[src/rtl/keypad_digit_capture.sv]
// keypad_digit_capture
//   Scans a 4x4 active-low matrix keypad one column at a time, debounces
//   presses and releases, and presents the last two accepted keys as a pair
//   of hex digits for the dual seven-segment display.
//
// Ports
//   clk        system clock
//   reset      asynchronous, active-high
//   rows[3:0]  keypad row pins, active-low, asynchronous to clk
//   cols[3:0]  keypad column drives, active-low, exactly one bit low
//   left[3:0]  older digit (previous value of right)
//   right[3:0] newest digit
//   key_code   hex value of the last accepted key
//   key_valid  one-cycle pulse in the cycle a key is accepted
module keypad_digit_capture #(
  parameter int unsigned SCAN_DIV     = 4800,
  parameter int unsigned DEBOUNCE_CNT = 120000
) (
  input  logic       clk,
  input  logic       reset,
  input  logic [3:0] rows,
  output logic [3:0] cols,
  output logic [3:0] left,
  output logic [3:0] right,
  output logic [3:0] key_code,
  output logic       key_valid
);

  localparam int unsigned DW = (SCAN_DIV > 1) ? $clog2(SCAN_DIV) : 1;
  localparam int unsigned CW = (DEBOUNCE_CNT > 1) ? $clog2(DEBOUNCE_CNT) : 1;
  localparam logic [DW-1:0] DWELL_LAST = DW'(SCAN_DIV - 1);
  localparam logic [CW-1:0] CNT_LAST   = CW'(DEBOUNCE_CNT - 1);

  typedef enum logic [1:0] {
    SCAN,
    DEBOUNCE,
    HELD
  } state_e;

  state_e          state_q, state_d;
  logic [3:0]      rows_meta_q, rs_q;
  logic [DW-1:0]   dwell_q, dwell_d;
  logic [CW-1:0]   cnt_q, cnt_d;
  logic [1:0]      col_q, col_d;
  logic [3:0]      pat_q, pat_d;
  logic [3:0]      left_q, right_q, code_q;
  logic            valid_q;
  logic            commit;
  logic [1:0]      row_sel;
  logic [3:0]      commit_code;

  // Row/column position to key legend.
  function automatic logic [3:0] key_map(input logic [1:0] r, input logic [1:0] c);
    logic [3:0] k;
    unique case ({r, c})
      4'h0: k = 4'h1;
      4'h1: k = 4'h2;
      4'h2: k = 4'h3;
      4'h3: k = 4'hA;
      4'h4: k = 4'h4;
      4'h5: k = 4'h5;
      4'h6: k = 4'h6;
      4'h7: k = 4'hB;
      4'h8: k = 4'h7;
      4'h9: k = 4'h8;
      4'hA: k = 4'h9;
      4'hB: k = 4'hC;
      4'hC: k = 4'hE;
      4'hD: k = 4'h0;
      4'hE: k = 4'hF;
      default: k = 4'hD;
    endcase
    return k;
  endfunction

  // State and datapath registers; rows pass through a 2-flop synchronizer.
  always_ff @(posedge clk or posedge reset) begin
    if (reset) begin
      rows_meta_q <= '1;
      rs_q        <= '1;
      state_q     <= SCAN;
      dwell_q     <= '0;
      cnt_q       <= '0;
      col_q       <= '0;
      pat_q       <= '0;
      left_q      <= '0;
      right_q     <= '0;
      code_q      <= '0;
      valid_q     <= 1'b0;
    end else begin
      rows_meta_q <= rows;
      rs_q        <= rows_meta_q;
      state_q     <= state_d;
      dwell_q     <= dwell_d;
      cnt_q       <= cnt_d;
      col_q       <= col_d;
      pat_q       <= pat_d;
      valid_q     <= commit;
      if (commit) begin
        left_q  <= right_q;
        right_q <= commit_code;
        code_q  <= commit_code;
      end
    end
  end

  // Lowest-index low row of the captured pattern wins.
  always_comb begin
    if (!pat_q[0])      row_sel = 2'd0;
    else if (!pat_q[1]) row_sel = 2'd1;
    else if (!pat_q[2]) row_sel = 2'd2;
    else                row_sel = 2'd3;
    commit_code = key_map(row_sel, col_q);
  end

  // cnt_q serves both as the press-debounce count and the release count;
  // it is cleared on entry to each use.
  always_comb begin
    state_d = state_q;
    dwell_d = dwell_q;
    cnt_d   = cnt_q;
    col_d   = col_q;
    pat_d   = pat_q;
    commit  = 1'b0;
    unique case (state_q)
      SCAN: begin
        if (dwell_q == DWELL_LAST) begin
          if (rs_q != 4'hF) begin
            pat_d   = rs_q;
            cnt_d   = '0;
            state_d = DEBOUNCE;
          end else begin
            col_d   = col_q + 2'd1;
            dwell_d = '0;
          end
        end else begin
          dwell_d = dwell_q + DW'(1);
        end
      end
      DEBOUNCE: begin
        if (rs_q != pat_q) begin
          state_d = SCAN;
          dwell_d = '0;
        end else if (cnt_q == CNT_LAST) begin
          commit  = 1'b1;
          cnt_d   = '0;
          state_d = HELD;
        end else begin
          cnt_d = cnt_q + CW'(1);
        end
      end
      HELD: begin
        if (rs_q != 4'hF) begin
          cnt_d = '0;
        end else if (cnt_q == CNT_LAST) begin
          state_d = SCAN;
          col_d   = col_q + 2'd1;
          dwell_d = '0;
        end else begin
          cnt_d = cnt_q + CW'(1);
        end
      end
      default: state_d = SCAN;
    endcase
  end

  always_comb begin
    cols      = ~(4'b0001 << col_q);
    left      = left_q;
    right     = right_q;
    key_code  = code_q;
    key_valid = valid_q;
  end

endmodule
[config.mk]
export PLATFORM = sky130hd
export DESIGN_NAME = keypad_digit_capture
export DESIGN_NICKNAME = d
export VERILOG_FILES = /design/src/rtl/keypad_digit_capture.sv
export SDC_FILE = /design/constraint.sdc
export NUM_CORES = 1
export LEC_CHECK = 0
export BUFFER_PORTS_ARGS = -buffer_cell sky130_fd_sc_hd__buf_4
export CORE_ASPECT_RATIO = 1.5
export CORE_UTILIZATION = 57
export DETAILED_ROUTE_END_ITERATION = 7
export GPL_TIMING_DRIVEN = 0
export PLACE_DENSITY = 0.78
export SYNTH_ARGS = -nofsm -noshare
export SYNTH_HDL_FRONTEND = slang
export SYNTH_SLANG_ARGS = --single-unit
[constraint.sdc]
create_clock -name clk -period 3.2 [get_ports clk]
set_input_delay 0.64 -clock clk [delete_from_list [all_inputs] [get_ports clk]]
set_output_delay 0.64 -clock clk [all_outputs]
set_load 0.02 [all_outputs]
# Yosys cells after proc, flatten, opt, wreduce, memory -nomap -nowiden
# Memory sizes are Yosys's and may differ from the RTL's. A register that Yosys moved wholly into a read port is not among the register bits.
# Index checks and enable logic that the tools add are counted.
# op_classes
reduce_logical,8
n_mux,31
eq_ne,16
add_sub_neg,3
bitwise,1
n_shift,1
# ops
cell,n
17-bit 2-to-1 mux,6
13-bit 2-to-1 mux,5
17-bit one-hot mux with 3 select lines,1
13-bit one-hot mux with 3 select lines,1
2-bit 2-to-1 mux,12
5-bit AND reduction,4
"17-bit by 1-bit adder with 17-bit output, second input constant",1
"17-bit equality test, second input constant",1
"2-bit inequality test, second input constant",7
"13-bit by 1-bit adder with 13-bit output, second input constant",1
"13-bit equality test, second input constant",1
"3-bit inequality test, second input constant",3
2-bit one-hot mux with 3 select lines,1
1-bit 2-to-1 mux,4
4-bit inequality test,1
"4-bit inequality test, second input constant",1
4-bit inverter,1
2-bit one-hot mux with 2 select lines,1
"1-bit by 2-bit << shifter with 4-bit output, first input constant",1
3-bit AND reduction,1
3-bit nonzero test,1
"2-bit by 1-bit adder with 2-bit output, second input constant",1
"2-bit by 1-bit equality test with 1-bit output, second input constant",1
"2-bit equality test, second input constant",1
other kinds (2),2
# word_totals
mem_bits_ro,64
n_memories,1
reg_bits,51
# memory_table
name,depth,word_bits,read_ports,rd_ports_with_merged_regs,wr,line_no,rtl
(no name shown),16,4,1,1,0,55,"unique case ({r, c})"

# Logic depth before layout (Yosys ltp)
# Gate-level depths: netlist (run 1).
# logic_depth
depth_word,4
mapped_depth,9
depth_no_buf,7

# Least setup slack after synthesis (run 1)
# OpenSTA, ideal clock, no wires.
# synth_timing
kind,flip-flop to flip-flop
start,register cnt_q[0]
end,register dwell_q[11]
setup_ns,0.092
setup_slack_ns,0.783
period_less_slack_ns,2.417
t_required_ns,3.108
stages_incl_launch_ff,10
t_arrival_ns,2.325
path_cell_list,dfrtp_1 > ha_1 > and4_1 > buf_6 > nand4_4 > o21a_1 > or4b_4 > or2_4 > buf_6 > o31ai_2
# synth_between
elab_chain_len,3
# synth_lines
element,line_no,rtl
from (decl),43,"logic [CW-1:0] cnt_q, cnt_d;"
from (signal assigned),95,cnt_q <= cnt_d;
17-bit equality test,155,end else if (cnt_q == CNT_LAST) begin
2-bit inequality test (no line),--,
5-bit AND reduction (no line),--,
to (signal assigned),94,dwell_q <= dwell_d;
to (decl),42,"logic [DW-1:0] dwell_q, dwell_d;"
# No other way between the ends.
# A chain may end at the register's enable or synchronous reset.

# Worst setup path in the final report (run 1)
# layout_timing
start,register dwell_q[10]
end,register cnt_q[4]
# layout_between
elab_chain_len,3
# layout_lines
element,line_no,rtl
13-bit equality test,127,if (dwell_q == DWELL_LAST) begin
2-bit inequality test (no line),--,
5-bit AND reduction (no line),--,
# No other way between the ends.

==> results of run 1 <==
power by group through the flow:
stage	logic [mW]	clock network (mW)	registers, mW
2_1_floorplan	0.0132	0	0.720
3_3_place_gp	0.0219	0	0.720
3_5_place_dp	0.0255	0	0.721
4_1_cts	0.0255	0.469	0.708
5_1_grt	0.0280	0.499	0.709
6_report	0.0243	0.453	0.708
kinds of logic (layout without fill, tap and decap cells):
kind of cell	after synthesis	count (layout)
adder cells (fa/ha/maj)	12	12
XOR/XNOR	5	5
multiplexers	7	7
AND/OR/NAND/NOR	112	112
AO/OA/AOI/OAI	90	90
buffers and inverters	31	62
flip-flops	55	55
area by class of cell:
type | instances | share of cell area (%)
Multi-Input combinational cell | 226 | 42.62
Clock inverter | 3 | 1.311
Clock buffer | 5 | 2.060
Timing Repair Buffer | 23 | 5.543
Inverter | 16 | 1.798
Buffer | 15 | 2.697
Sequential cell | 55 | 41.50
Tap cell | 66 | 2.472
metrics by stage:
step / instances / area (um^2)
2_1_floorplan: 312 / 2960
3_3_place_gp: 400 / 3208
3_5_place_dp: 401 / 3228
4_1_cts: 409 / 3341
5_1_grt: 409 / 3341
6_report: 409 / 3341
per-layer routing:
layer	GRT usage [%]	part of all wire, %	wire, um
met4	8.333	1.5	85
met2	40.66	53	3011
met1	25.24	43	2411
met3	3.868	2.7	151
met5	0	0	0
how the worst min path moves through the flow:
stage | to | depth (start not counted) | slack (ns)
after CTS | rs_q[2]$_DFF_PP1_ | 0 | 0.36
final | rs_q[2]$_DFF_PP1_ | 0 | 0.36
after detailed placement | rs_q[2]$_DFF_PP1_ | 0 | 0.35
after floorplan | rs_q[0]$_DFF_PP1_ | 0 | 0.35
after global placement | rs_q[1]$_DFF_PP1_ | 0 | 0.35
after global routing | rs_q[2]$_DFF_PP1_ | 0 | 0.36
worst register-to-register path, stage by stage (launching register included):
cell and delay (ns):
dfrtp_1 0.45, or4b_2 0.70, nor4_2 0.43, and2_1 0.25
o21ai_1 0.25, buf_2 0.27, o21ai_0 0.19, o31ai_1 0.10
registers in the layout, summed over array words and instances (netlist names):
register	count
rows_meta_q	4
col_q	2
cnt_q	17
rs_q	4
key_code	4
key_valid	1
left	4
state_q	2
pat_q	4
dwell_q	13
placed cells by master, fill, tap and decap left out, types with 2 or more instances in the layout:
master / count
dfrtp_1: 47
o21ai_0: 40
nand2_1: 33
buf_4: 26
nor2_1: 19
o31ai_1: 17
inv_1: 15
nand3_1: 14
a21oi_1: 13
ha_1: 12
nor2b_1: 10
nand2b_1: 9
a31oi_1: 8
dfstp_2: 8
clkbuf_1: 6
mux2_2: 6
xnor2_1: 5
clkbuf_8: 5
and3_1: 4
and4_1: 4
nand4_1: 4
and2_1: 3
nor3_1: 3
buf_2: 3
o211ai_1: 3
o41ai_1: 3
buf_6: 2
and4bb_2: 2
o21ai_1: 2
o31ai_2: 2
==> flow_metrics.env, run 1 <==
export IMPL_nNetsFinal=360
export IMPL_fin_crit_sh_pct=86.56
export IMPL_drc_errors=0
export IMPL_netSwitchingFraction_pct=20.20
export IMPL_drt_iter0_drc=152
export IMPL_num_vias=2335
export IMPL_utilization_pct=67.82
export IMPL_slew_headroom_pct=51.18
export IMPL_synth_simple_area_share_pct=20.63
export IMPL_multi_input_area_mm2=0.001424
export IMPL_synth_top_cell_area_share_pct=39.73
export IMPL_rsz0062_at_grt="false"
export IMPL_postCtsResizedCells=0
export IMPL_antenna_found_initial=0
export IMPL_critPathMaxFanout=10
export IMPL_vdd_drop_max_mv=0.2743
export IMPL_place_congestion=0.8537
export IMPL_wire_per_inst_um=13.84
export IMPL_power_density_mw_per_mm2=354.7
export IMPL_grt_max_degree=32
export IMPL_first_pass_iters=4
export IMPL_ctsHoldBuffers=0
export IMPL_min_period_ns=2.770
export IMPL_synth_common_cells="dfrtp_1 (47), o21ai_0 (40), nand2_1 (33)"
export IMPL_crit_path_top_delay_cell="or4b_2"
export IMPL_yosysMostFrequentCell="dfrtp_1"
export IMPL_fmax_mhz=361.0
export IMPL_core_area_mm2=0.004926
export IMPL_ys_flop_type="dfrtp_1"
export IMPL_cts_made_buffers=5
export IMPL_cp_num_buf_inv=1
export IMPL_dieHeight_um=90.27
export IMPL_crit_arrival_ns=2.95
export IMPL_cts_root_buffer="clkbuf_8"
export IMPL_intPower_mw=0.9456
export IMPL_comb_power_share_pct=2.0
export IMPL_hold_viol_final=0
export IMPL_synth_seq_cells=55
export IMPL_antenna_cells=0
export IMPL_hp_class="reg -> reg"
export IMPL_worstSetupStartpointType="flop"
export IMPL_reg2reg_from="dwell_q[10]$_DFFE_PP0P_"
export IMPL_cpPeakStageDelay_ns=0.70
export IMPL_grt_use_total_pct=22.55
export IMPL_cap_violations=0
export IMPL_synth_mux_area_share_pct=2.620
export IMPL_htreeDepth=2
export IMPL_critPathTopFamily="simple AND/OR/NAND/NOR gates"
export IMPL_first_global_vias=2231
export IMPL_cp_required_ns=3.38
export IMPL_worst_pin_slew_ns=0.7290
export IMPL_seqPwrFrac_pct=59.7
export IMPL_maxSlewViolCount=0
export IMPL_totalNegativeSetupSlack_ns=0
export IMPL_r2r_slack_ns=0.43
export IMPL_p_clk_share_pct=38.2
export IMPL_ys_types=39
export IMPL_avgSynthCellArea_um2=9.488
export IMPL_ys_seq_area_share_pct=46.83
export IMPL_syn_nets=330
export IMPL_status="completed"
export IMPL_p_switching_mw=0.2393
export IMPL_finalClockSkew_ns=0.008304
export IMPL_timing_rr_end="cnt_q[4]$_DFFE_PP0P_"
export IMPL_wirelength_mm=5.660
export IMPL_grt_pass1_wl_mm=9.591
export IMPL_io_buffer_count=22
export IMPL_place_ws_ns=0.4395
export IMPL_cp_endpoint="cnt_q[4]$_DFFE_PP0P_"
export IMPL_hold_slack_ns=0.3606
export IMPL_yosys_area_top_type="dfrtp_1"
export IMPL_initial_core_util_pct=60.10
export IMPL_die_x_um=60.84
export IMPL_ant_nets=0
export IMPL_cts_tree="yes"
export IMPL_min_from="rows_meta_q[2]$_DFF_PP1_"
export IMPL_regArea_mm2=0.001386
export IMPL_synthArstFlopShare_pct=100.0
export IMPL_clk_latency_ns=0.30
export IMPL_synth_compound_area_share_pct=18.30
export IMPL_nFillCells=408
export IMPL_p_leak_nw=1.473
export IMPL_cp_depth=7
export IMPL_finalPower_mw=1.185
export IMPL_synth_cell_area_mm2=0.002960
export IMPL_critical_path_class="reg -> reg"
export IMPL_viasPerCell=5.709
export IMPL_io_pin_count=23
export IMPL_synth_edf_count=0
export IMPL_rows=31
export IMPL_clock_sinks=55
export IMPL_synth_adder_area_share_pct=5.072
export IMPL_end_kind="flop"
export IMPL_cts_setup_buffers=0
export IMPL_synth_top_family_by_area="simple AND/OR/NAND/NOR gates"
export IMPL_r2r_cells=7
export IMPL_area_delta_synth_final_pct=12.85
export IMPL_fp_dieArea_mm2=0.005492
export IMPL_startpoint="dwell_q[10]$_DFFE_PP0P_"
export IMPL_clk_pin_slew_ns=0.10
export IMPL_drive_above_1_share_pct=18.95
export IMPL_crit_chain="or4b_2 > nor4_2 > and2_1 > o21ai_1 > buf_2 > o21ai_0 > o31ai_1"
export IMPL_ys_top_cells_by_area="dfrtp_1 (40%), dfstp_2 (7.1%), o21ai_0 (6.8%), ha_1 (5.1%), o31ai_1 (4.3%)"
export IMPL_setup_viol=0
export IMPL_synthCells=312
export IMPL_synthXorXnorAreaFrac_pct=1.479
export IMPL_clockBufferDepth=2
export IMPL_grt_overflow_total=0
export IMPL_post_route_worst_setup_slack_ns=0.4301
export IMPL_ys_warn_count=0
export IMPL_dp_hpwl_mm=4.110
Power figures use the tool's default switching activity.
==> inputs of run 2 (changes only) <==
- RECOVER_POWER: not set -> 25
==> run 2 against run 1 <==
Die area did not move. Worst setup slack improved by 0.0043 ns. First-iteration DRC count did not move. Non-clock buffer count did not move. Cell count did not move. Critical path type unchanged. Highest routed layer unchanged.
==> flow_metrics.env, run 2 (synthesis results as in run 1) <==
export IMPL_clock_sinks=55
export IMPL_drive_above_1_share_pct=18.66
export IMPL_clockBufferDepth=2
export IMPL_clk_pin_slew_ns=0.10
export IMPL_gr_max_usage_layer="met2"
export IMPL_p_leak_nw=1.473
export IMPL_core_area_mm2=0.004926
export IMPL_grt_pass1_wl_mm=9.591
export IMPL_hold_viol_final=0
export IMPL_status="completed"
export IMPL_finalClockSkew_ns=0.008212
export IMPL_hp_class="reg -> reg"
export IMPL_ant_nets=0
export IMPL_fmax_mhz=361.6
export IMPL_use_met1_pct=25.24
export IMPL_postCtsResizedCells=0
export IMPL_antenna_found_initial=0
export IMPL_num_vias=2339
export IMPL_die_x_um=60.84
export IMPL_drt_iter0_drc=152
export IMPL_cts_tree="yes"
export IMPL_clk_latency_ns=0.30
export IMPL_grt_overflow_total=0
export IMPL_end_kind="flop"
export IMPL_top_register="cnt_q"
export IMPL_htreeDepth=2
export IMPL_grt_max_degree=32
export IMPL_viasPerCell=5.719
export IMPL_rsz0062_at_grt="false"
export IMPL_initial_core_util_pct=60.10
export IMPL_wire_per_inst_um=13.86
export IMPL_antenna_cells=0
export IMPL_vdd_drop_max_mv=0.2741
export IMPL_critPathMaxFanout=10
export IMPL_setup_viol=0
export IMPL_power_density_mw_per_mm2=354.5
export IMPL_grtUsageMet2_pct=40.66
export IMPL_grt_use_total_pct=22.55
export IMPL_maxSlewViolCount=0
export IMPL_top_regs="cnt_q (17), dwell_q (13)"
export IMPL_nNetsFinal=360
export IMPL_rows=31
export IMPL_area_delta_synth_final_pct=12.85
export IMPL_ctsHoldBuffers=0
export IMPL_first_pass_iters=4
export IMPL_cp_required_ns=3.38
export IMPL_layout_common_cells="dfrtp_1 (47), o21ai_0 (40), nand2_1 (33), buf_4 (21), nor2_1 (19)"
export IMPL_nFillCells=408
export IMPL_cts_setup_buffers=0
export IMPL_finalPower_mw=1.184
export IMPL_wirelength_mm=5.668
export IMPL_final_common_cell="dfrtp_1"
export IMPL_cap_violations=0
export IMPL_drc_errors=0
export IMPL_worst_pin_slew_ns=1.025
export IMPL_io_pin_count=23
export IMPL_first_global_vias=2231
export IMPL_place_congestion=0.8537
export IMPL_fin_crit_sh_pct=86.42
export IMPL_grt_util_met3_pct=3.868
export IMPL_largest_reg_flops=17
export IMPL_critical_path_class="reg -> reg"
export IMPL_crit_arrival_ns=2.94
export IMPL_cts_made_buffers=5
export IMPL_slew_headroom_pct=31.57
export IMPL_dp_hpwl_mm=4.110
export IMPL_worstSetupStartpointType="flop"
export IMPL_fp_dieArea_mm2=0.005492
export IMPL_io_buffer_count=22
export IMPL_min_period_ns=2.766
export IMPL_dieHeight_um=90.27
export IMPL_totalNegativeSetupSlack_ns=0
export IMPL_cts_root_buffer="clkbuf_8"
-- run 2: layer usage --
metal  vias to the layer above  part of all wire (%)
li1                       1171                     -
met1                      1122                    43
met2                        39                    53
met3                         7                   2.8
met4                         0                   1.5
met5                         -                     0
-- run 2: worst paths after layout --
path                                     startpoint                   end  slack (ns)  cells after the start
max                         dwell_q[10]$_DFFE_PP0P_  cnt_q[4]$_DFFE_PP0P_        0.43                      7
min in group asynchronous                     reset  cnt_q[6]$_DFFE_PP0P_        0.58                      2
min                        rows_meta_q[2]$_DFF_PP1_     rs_q[2]$_DFF_PP1_        0.36                      0
max in group asynchronous                     reset     rs_q[3]$_DFF_PP1_        1.86                      3
min reg2reg                rows_meta_q[2]$_DFF_PP1_     rs_q[2]$_DFF_PP1_        0.36                      0
max reg2reg                 dwell_q[10]$_DFFE_PP0P_  cnt_q[4]$_DFFE_PP0P_        0.43                      7
-- run 2: power by group --
| part | total [mW] | switching (mW) | internal (mW) |
|---|---|---|---|
| registers | 0.708 | 0.00375 | 0.704 |
| clock network | 0.453 | 0.220 | 0.233 |
| logic | 0.0238 | 0.0157 | 0.00813 |
| total | 1.18 | 0.239 | 0.945 |
-- run 2: layout make-up --
type | count | area (um^2) | area share, %
multi-input cells | 226 | 1424 | 42.62
flip-flops and latches | 55 | 1386 | 41.50
inverters | 16 | 60.06 | 1.798
clock inverters | 3 | 43.79 | 1.311
plain buffers | 15 | 90.09 | 2.697
repair buffers | 23 | 185.2 | 5.543
clock buffers | 5 | 68.82 | 2.060
well taps | 66 | 82.58 | 2.472
-- run 2: critical path, cell delays in order (launching register included) --
cell and delay (ns):
dfrtp_1 0.45, or4b_2 0.70, nor4_2 0.43, and2_1 0.25
o21ai_1 0.25, buf_2 0.27, o21ai_0 0.19, o31ai_1 0.10
-- run 2: metrics by stage --
stage          worst slack (ns)  cell area (um^2)  utilization [%]  instances  hold WS (ns)
2_1_floorplan            0.7834              2960                -        312        0.3452
3_3_place_gp             0.5091              3208            65.13        400        0.3453
3_5_place_dp             0.4395              3228            65.53        401        0.3472
4_1_cts                  0.4280              3341            67.82        409        0.3622
5_1_grt                  0.2159              3341            67.82        409        0.3644
6_report                 0.4344              3341            67.82        409        0.3606
